$ cat src/rtl/pwm_servo_bank_pkg.sv
`default_nettype none
// ============================================================================
//  Module      : pwm_servo_bank_pkg
//  Description : Shared defaults and limits for the servo PWM bank.
//  Revision    : 1.0
// ============================================================================
package pwm_servo_bank_pkg;

    // 20 ms frame and 1.5 ms centre pulse at a 100 MHz clock
    localparam int unsigned c_DEF_PERIOD = 2000000;
    localparam int unsigned c_DEF_DUTY   = 150000;

    // Shortest period that still leaves one high and one low cycle
    localparam int unsigned c_MIN_PERIOD = 2;

endpackage : pwm_servo_bank_pkg
`default_nettype wire

$ cat src/rtl/pwm_servo_bank_ch.sv
`default_nettype none
// ============================================================================
//  Module      : pwm_servo_bank_ch
//  Description : One PWM channel: duty shadow/active pair and registered compare.
//  Revision    : 1.0
// ============================================================================
module pwm_servo_bank_ch
    import pwm_servo_bank_pkg::*;
#(
    parameter int unsigned CNT_W    = 32,
    parameter int unsigned DEF_DUTY = c_DEF_DUTY
) (
    input  logic             clk,
    input  logic             res,
    input  logic             load,
    input  logic             commit,
    input  logic             out_en,
    input  logic [CNT_W-1:0] duty_in,
    input  logic [CNT_W-1:0] cnt,
    output logic             pwm
);

    localparam logic [CNT_W-1:0] c_DEF_DUTY_W = CNT_W'(DEF_DUTY);

    logic [CNT_W-1:0] r_duty_s;
    logic [CNT_W-1:0] r_duty_a;
    logic             r_pwm;

    // Active duty takes the shadow as it stood before this edge, so a load
    // landing on a boundary is held back until the following boundary.
    always_ff @(posedge clk or posedge res) begin
        if (res) begin
            r_duty_s <= c_DEF_DUTY_W;
            r_duty_a <= c_DEF_DUTY_W;
            r_pwm    <= 1'b0;
        end else begin
            if (load) begin
                r_duty_s <= duty_in;
            end
            if (commit) begin
                r_duty_a <= r_duty_s;
            end
            r_pwm <= out_en && (cnt < r_duty_a);
        end
    end

    assign pwm = r_pwm;

endmodule : pwm_servo_bank_ch
`default_nettype wire

$ cat src/rtl/pwm_servo_bank.sv
`default_nettype none
// ============================================================================
//  Module      : pwm_servo_bank
//  Description : Multi-channel servo PWM with one shared period counter and
//                shadowed period/duty registers committed at period boundaries.
//  Revision    : 1.0
// ============================================================================
module pwm_servo_bank
    import pwm_servo_bank_pkg::*;
#(
    parameter int unsigned N_CH       = 4,
    parameter int unsigned CNT_W      = 32,
    parameter int unsigned DEF_PERIOD = c_DEF_PERIOD,
    parameter int unsigned DEF_DUTY   = c_DEF_DUTY
) (
    input  logic                  clk,
    input  logic                  res,
    input  logic                  enable,
    input  logic [CNT_W-1:0]      period_i,
    input  logic [N_CH*CNT_W-1:0] duty_i,
    input  logic                  load_i,
    output logic                  pending_o,
    output logic                  sync_o,
    output logic [N_CH-1:0]       pwm_o
);

    localparam logic [CNT_W-1:0] c_ONE     = CNT_W'(1);
    localparam logic [CNT_W-1:0] c_MIN_PER = CNT_W'(c_MIN_PERIOD);
    localparam logic [CNT_W-1:0] c_DEF_PER = CNT_W'(DEF_PERIOD);

    logic [CNT_W-1:0] r_cnt;
    logic [CNT_W-1:0] r_per_s;
    logic [CNT_W-1:0] r_per_a;
    logic             r_pending;
    logic             r_run;
    logic             r_sync;

    logic [CNT_W-1:0] w_per_in;
    logic             w_last;
    logic             w_boundary;
    logic             w_commit;
    logic             w_out_en;

    assign w_per_in   = (period_i < c_MIN_PER) ? c_MIN_PER : period_i;
    assign w_last     = (r_cnt == (r_per_a - c_ONE));
    // r_run low means the previous edge was idle: this edge restarts the frame
    assign w_boundary = enable && (!r_run || w_last);
    assign w_commit   = w_boundary && r_pending;
    // The counter value only describes a live frame once an enabled edge has set it
    assign w_out_en   = enable && r_run;

    always_ff @(posedge clk or posedge res) begin
        if (res) begin
            r_cnt     <= '0;
            r_per_s   <= c_DEF_PER;
            r_per_a   <= c_DEF_PER;
            r_pending <= 1'b0;
            r_run     <= 1'b0;
            r_sync    <= 1'b0;
        end else begin
            r_run  <= enable;
            r_sync <= w_out_en && (r_cnt == '0);

            if (!enable || w_boundary) begin
                r_cnt <= '0;
            end else begin
                r_cnt <= r_cnt + c_ONE;
            end

            if (load_i) begin
                r_per_s   <= w_per_in;
                r_pending <= 1'b1;
            end else if (w_commit) begin
                r_pending <= 1'b0;
            end

            if (w_commit) begin
                r_per_a <= r_per_s;
            end
        end
    end

    generate
        for (genvar k = 0; k < N_CH; k++) begin : g_ch
            pwm_servo_bank_ch #(
                .CNT_W    (CNT_W),
                .DEF_DUTY (DEF_DUTY)
            ) u_ch (
                .clk     (clk),
                .res     (res),
                .load    (load_i),
                .commit  (w_commit),
                .out_en  (w_out_en),
                .duty_in (duty_i[k*CNT_W +: CNT_W]),
                .cnt     (r_cnt),
                .pwm     (pwm_o[k])
            );
        end
    endgenerate

    assign pending_o = r_pending;
    assign sync_o    = r_sync;

endmodule : pwm_servo_bank
`default_nettype wire

$ cat config.mk
export PLATFORM = sky130hd
export DESIGN_NAME = pwm_servo_bank
export DESIGN_NICKNAME = d
export VERILOG_FILES = /design/src/rtl/pwm_servo_bank_pkg.sv /design/src/rtl/pwm_servo_bank_ch.sv /design/src/rtl/pwm_servo_bank.sv
export SDC_FILE = /design/constraint.sdc
export NUM_CORES = 1
export LEC_CHECK = 0
export CAP_MARGIN = 20
export CELL_PAD_IN_SITES_DETAIL_PLACEMENT = 1
export CELL_PAD_IN_SITES_GLOBAL_PLACEMENT = 1
export CORE_AREA = 2 2 175 220
export CTS_BUF_LIST = sky130_fd_sc_hd__clkbuf_8
export DETAILED_ROUTE_END_ITERATION = 10
export DIE_AREA = 0 0 177 222
export PLACE_DENSITY_LB_ADDON = 0.1
export SKIP_CTS_REPAIR_TIMING = 1
export SYNTH_ARGS = -nofsm -noshare
export SYNTH_HDL_FRONTEND = slang
export SYNTH_SLANG_ARGS = --single-unit
$ cat constraint.sdc
create_clock -name clk -period 13.6 [get_ports clk]
set_input_delay 2.04 -clock clk [delete_from_list [all_inputs] [get_ports clk]]
set_output_delay 2.04 -clock clk [all_outputs]
set_load 0.01 [all_outputs]
==> run summary <==
Wire per inst -> 20.1 um
Max IR drop VDD -> 0.0789 mV
Area of the mapped netlist -> 18100 um2
Most repeated cell in the gate-level netlist after synthesis -> sky130_fd_sc_hd__dfrtp_1
Final instance area -> 21400 um2
Layout Nets -> 1933
Syn_nets -> 1749
Largest family of logic cells by synthesized area -> multiplexers
Multiplexer fraction of the synthesized cell area -> 20.0%
Max-cap viol count -> 0
Standard-cell rows -> 79
Worst-path fanout max -> 66
Via-to-Cell Ratio -> 5.45
Post-synthesis simple-gate area fraction -> 7.45%
Effective utilization at floorplan -> 48.8%
Time the final worst path needs with I/O delays and setup -> 4.22 ns
First-pass GRT wire length -> 70700 um
Overall die area -> 39300 um2
Area share of the largest cell type after synthesis -> 38.9%
Tightest Pin Transition -> 1.00 ns
Width of the die -> 177 um
Met3 global-route usage -> 4.10%
Clock-pin slew of the registers on the worst-case setup and hold paths -> 0.06 ns
Met1 global-route usage -> 28.4%
CP startpoint kind -> flip-flop
Number of violations reported at the end of detailed-routing iteration 0 -> 474
Final Wtd Congestion -> 0.824
Area growth syn-to-layout -> 18.3%
Number of H-tree levels -> 2
Total global-route track usage -> 23.1%
Layer with the highest usage after global routing -> met2
Detail Placement HPWL -> 29900 um
Final setup viols -> 0
Result of the run -> complete, no violations
Floorplan Core Area -> 37100 um2
Setup repair after global routing missed its margin -> no
Clock latency on the worst-skew pair -> 0.63 ns
I/O pin total -> 170
Count of antenna diodes in the layout -> 0
Post-Synth Adder-Cell Area -> 8.79%
Die H -> 222 um
Number of max-slew violations in the final report -> 0
Top area cells in the synthesized netlist -> sky130_fd_sc_hd__dfrtp_1 39%, sky130_fd_sc_hd__mux2_2 14%, sky130_fd_sc_hd__dfstp_2 11%
CP arrival -> 4.72 ns
Hold crit path type -> reg -> reg
Final period util -> 31.0%
Vias in the first global route -> 13000
Number of failing hold endpoints at the final stage -> 0
Routed wire length -> 43700 um
Post-Synthesis Mean Instance Area -> 12.4 um2
Setup TNS -> 0 ns
Synthesized-area fraction occupied by ao, oa, aoi and oai cells -> 5.69%
Synth async-reset ratio -> 100%
Maximum count of clock buffers along a single path -> 3
Slew Limit Headroom -> 33.3%
Drt drc -> 0
Largest net degree at the start of global routing -> 145
Overall power consumption -> 2.79 mW
Largest area contributor in the netlist -> sky130_fd_sc_hd__dfrtp_1
Post-route non-filler standard cell count -> 2176
Layout cell share with drive strength beyond 1 -> 23.9%
Count of cells along the worst hold path -> 1
TritonCTS clock tree -> yes
Number of unique standard cell types used by synthesis -> 56
FMAX -> 0.237 GHz
Remaining global-route overflow -> 0
Mapped Cells -> 1458
Router iterations before antenna repair -> 4
Leakage -> 10.0 nW
Number of vias in the routed layout -> 11900
Crit path required time -> 14.10 ns
Placed cell count -> 2069
Critical path class -> reg -> reg
Final core utilization -> 57.7%
Top FF cell, synth -> sky130_fd_sc_hd__dfrtp_1
Cell chosen for the clock root -> sky130_fd_sc_hd__clkbuf_8
Pre-CTS setup slack -> 8.51 ns
Count of nets left with antenna violations after detail routing -> 0
Ys Warns -> 0
Post-place instance area -> 20200 um2
Number of clock buffers inserted by TritonCTS -> 56
Parity-gate share of the synthesized area counting xor and xnor cells -> 3.34%
Sink count of the clock tree -> 359
Total power per unit cell area -> 130 nW/um2
Port-buffer cells -> 169
Flop and latch count out of synthesis -> 359
Most frequent cells after synthesis -> 281 x sky130_fd_sc_hd__dfrtp_1, 219 x sky130_fd_sc_hd__mux2_2, 138 x sky130_fd_sc_hd__inv_1
Setup clock skew after layout -> 0.0180 ns
Number of cells on the worst reg-to-reg path -> 11
Sequential fraction of the synthesis area -> 50.2%
Element type at the critical path end -> flip-flop
Worst hold slack -> 0.479 ns
EDFF count, synth -> 0
Number of antenna violations at the first check in global routing -> 0
Worst path setup slack after routing -> 9.38 ns
GRT met2 Usage -> 39.8%
## logic make-up after synthesis
family / count (synthesis)
compound gates: 147
xor+xnor: 69
fa+ha+maj: 127
buf+inv: 190
flops: 359
mux: 321
simple gates: 245
## worst max-delay path, stage by stage, from the launching register on
cell and delay [ns]:
sky130_fd_sc_hd__dfrtp_1 0.42, sky130_fd_sc_hd__inv_1 0.09, sky130_fd_sc_hd__ha_1 0.27, sky130_fd_sc_hd__or3b_1 0.52, sky130_fd_sc_hd__nor4_4 0.41, sky130_fd_sc_hd__nand4b_1 0.21, sky130_fd_sc_hd__nand4_1 0.12, sky130_fd_sc_hd__o21a_1 0.17
sky130_fd_sc_hd__nor4_2 0.09, sky130_fd_sc_hd__a31oi_4 0.51, sky130_fd_sc_hd__buf_4 0.74, sky130_fd_sc_hd__mux2_2 0.42
## worst paths after layout
check	start	to	slack, ns
min	g_ch[2].u_ch.r_duty_s[30]	g_ch[2].u_ch.r_duty_a[30]	0.48
min in group asynchronous	res	g_ch[1].u_ch.r_duty_s[21]	1.97
max reg2reg	r_per_a[0]	g_ch[3].u_ch.r_duty_a[19]	9.38
max	r_per_a[0]	g_ch[3].u_ch.r_duty_a[19]	9.38
min reg2reg	g_ch[2].u_ch.r_duty_s[30]	g_ch[2].u_ch.r_duty_a[30]	0.48
max in group asynchronous	res	g_ch[2].u_ch.r_duty_s[25]	9.45
## state kept, by name, indices dropped and copies added (netlist names)
signal,flops
r_cnt,32
r_per_s,32
g_ch.u_ch.r_duty_s,128
g_ch.u_ch.r_duty_a,128
r_run,1
r_per_a,32
sync_o,1
g_ch.u_ch.pwm,4
pending_o,1
## layout by cell type (no fill, tap or decap), drive strengths merged, types with 6 or more instances in the layout
cell type,count
xnor2,39
clkbuf,78
mux2,318
nor4,27
o21ai,13
nand2,27
buf,10
a21o,54
dfrtp,281
nor2b,6
a21oi,25
clkdlybuf4s50,168
nor3,15
nor2,72
nand3,24
ha,127
xor2,30
a2111oi,7
a31oi,8
inv,161
dfstp,78
and3,12
nand4,25
nand2b,7
a211oi,8
## routing by layer
| metal | vias up | part of all wire (%) |
|---|---|---|
| li1 | 5529 | - |
| met1 | 5996 | 42 |
| met3 | 104 | 4.4 |
| met5 | - | 0 |
| met4 | 0 | 3.8 |
| met2 | 236 | 50 |
## final cells by class
| type | instances | area (um2) |
|---|---|---|
| fill | 3793 | 15700 |
| sequential | 359 | 9080 |
| multi-input combinational | 909 | 8200 |
| timing repair buffer | 178 | 1790 |
| clock buffer | 78 | 1070 |
| tap | 486 | 608 |
| inverter | 138 | 526 |
| clock inverter | 28 | 119 |
## power by group
part           switching, mW  leakage (nW)  internal, mW  total, mW
Clock                  0.432         0.698         0.508      0.939
Combinational          0.218          5.13         0.258      0.476
Sequential             0.117          4.19          1.26       1.38
Total                  0.767          10.0          2.02       2.79
(Power assumes the default switching activity.)
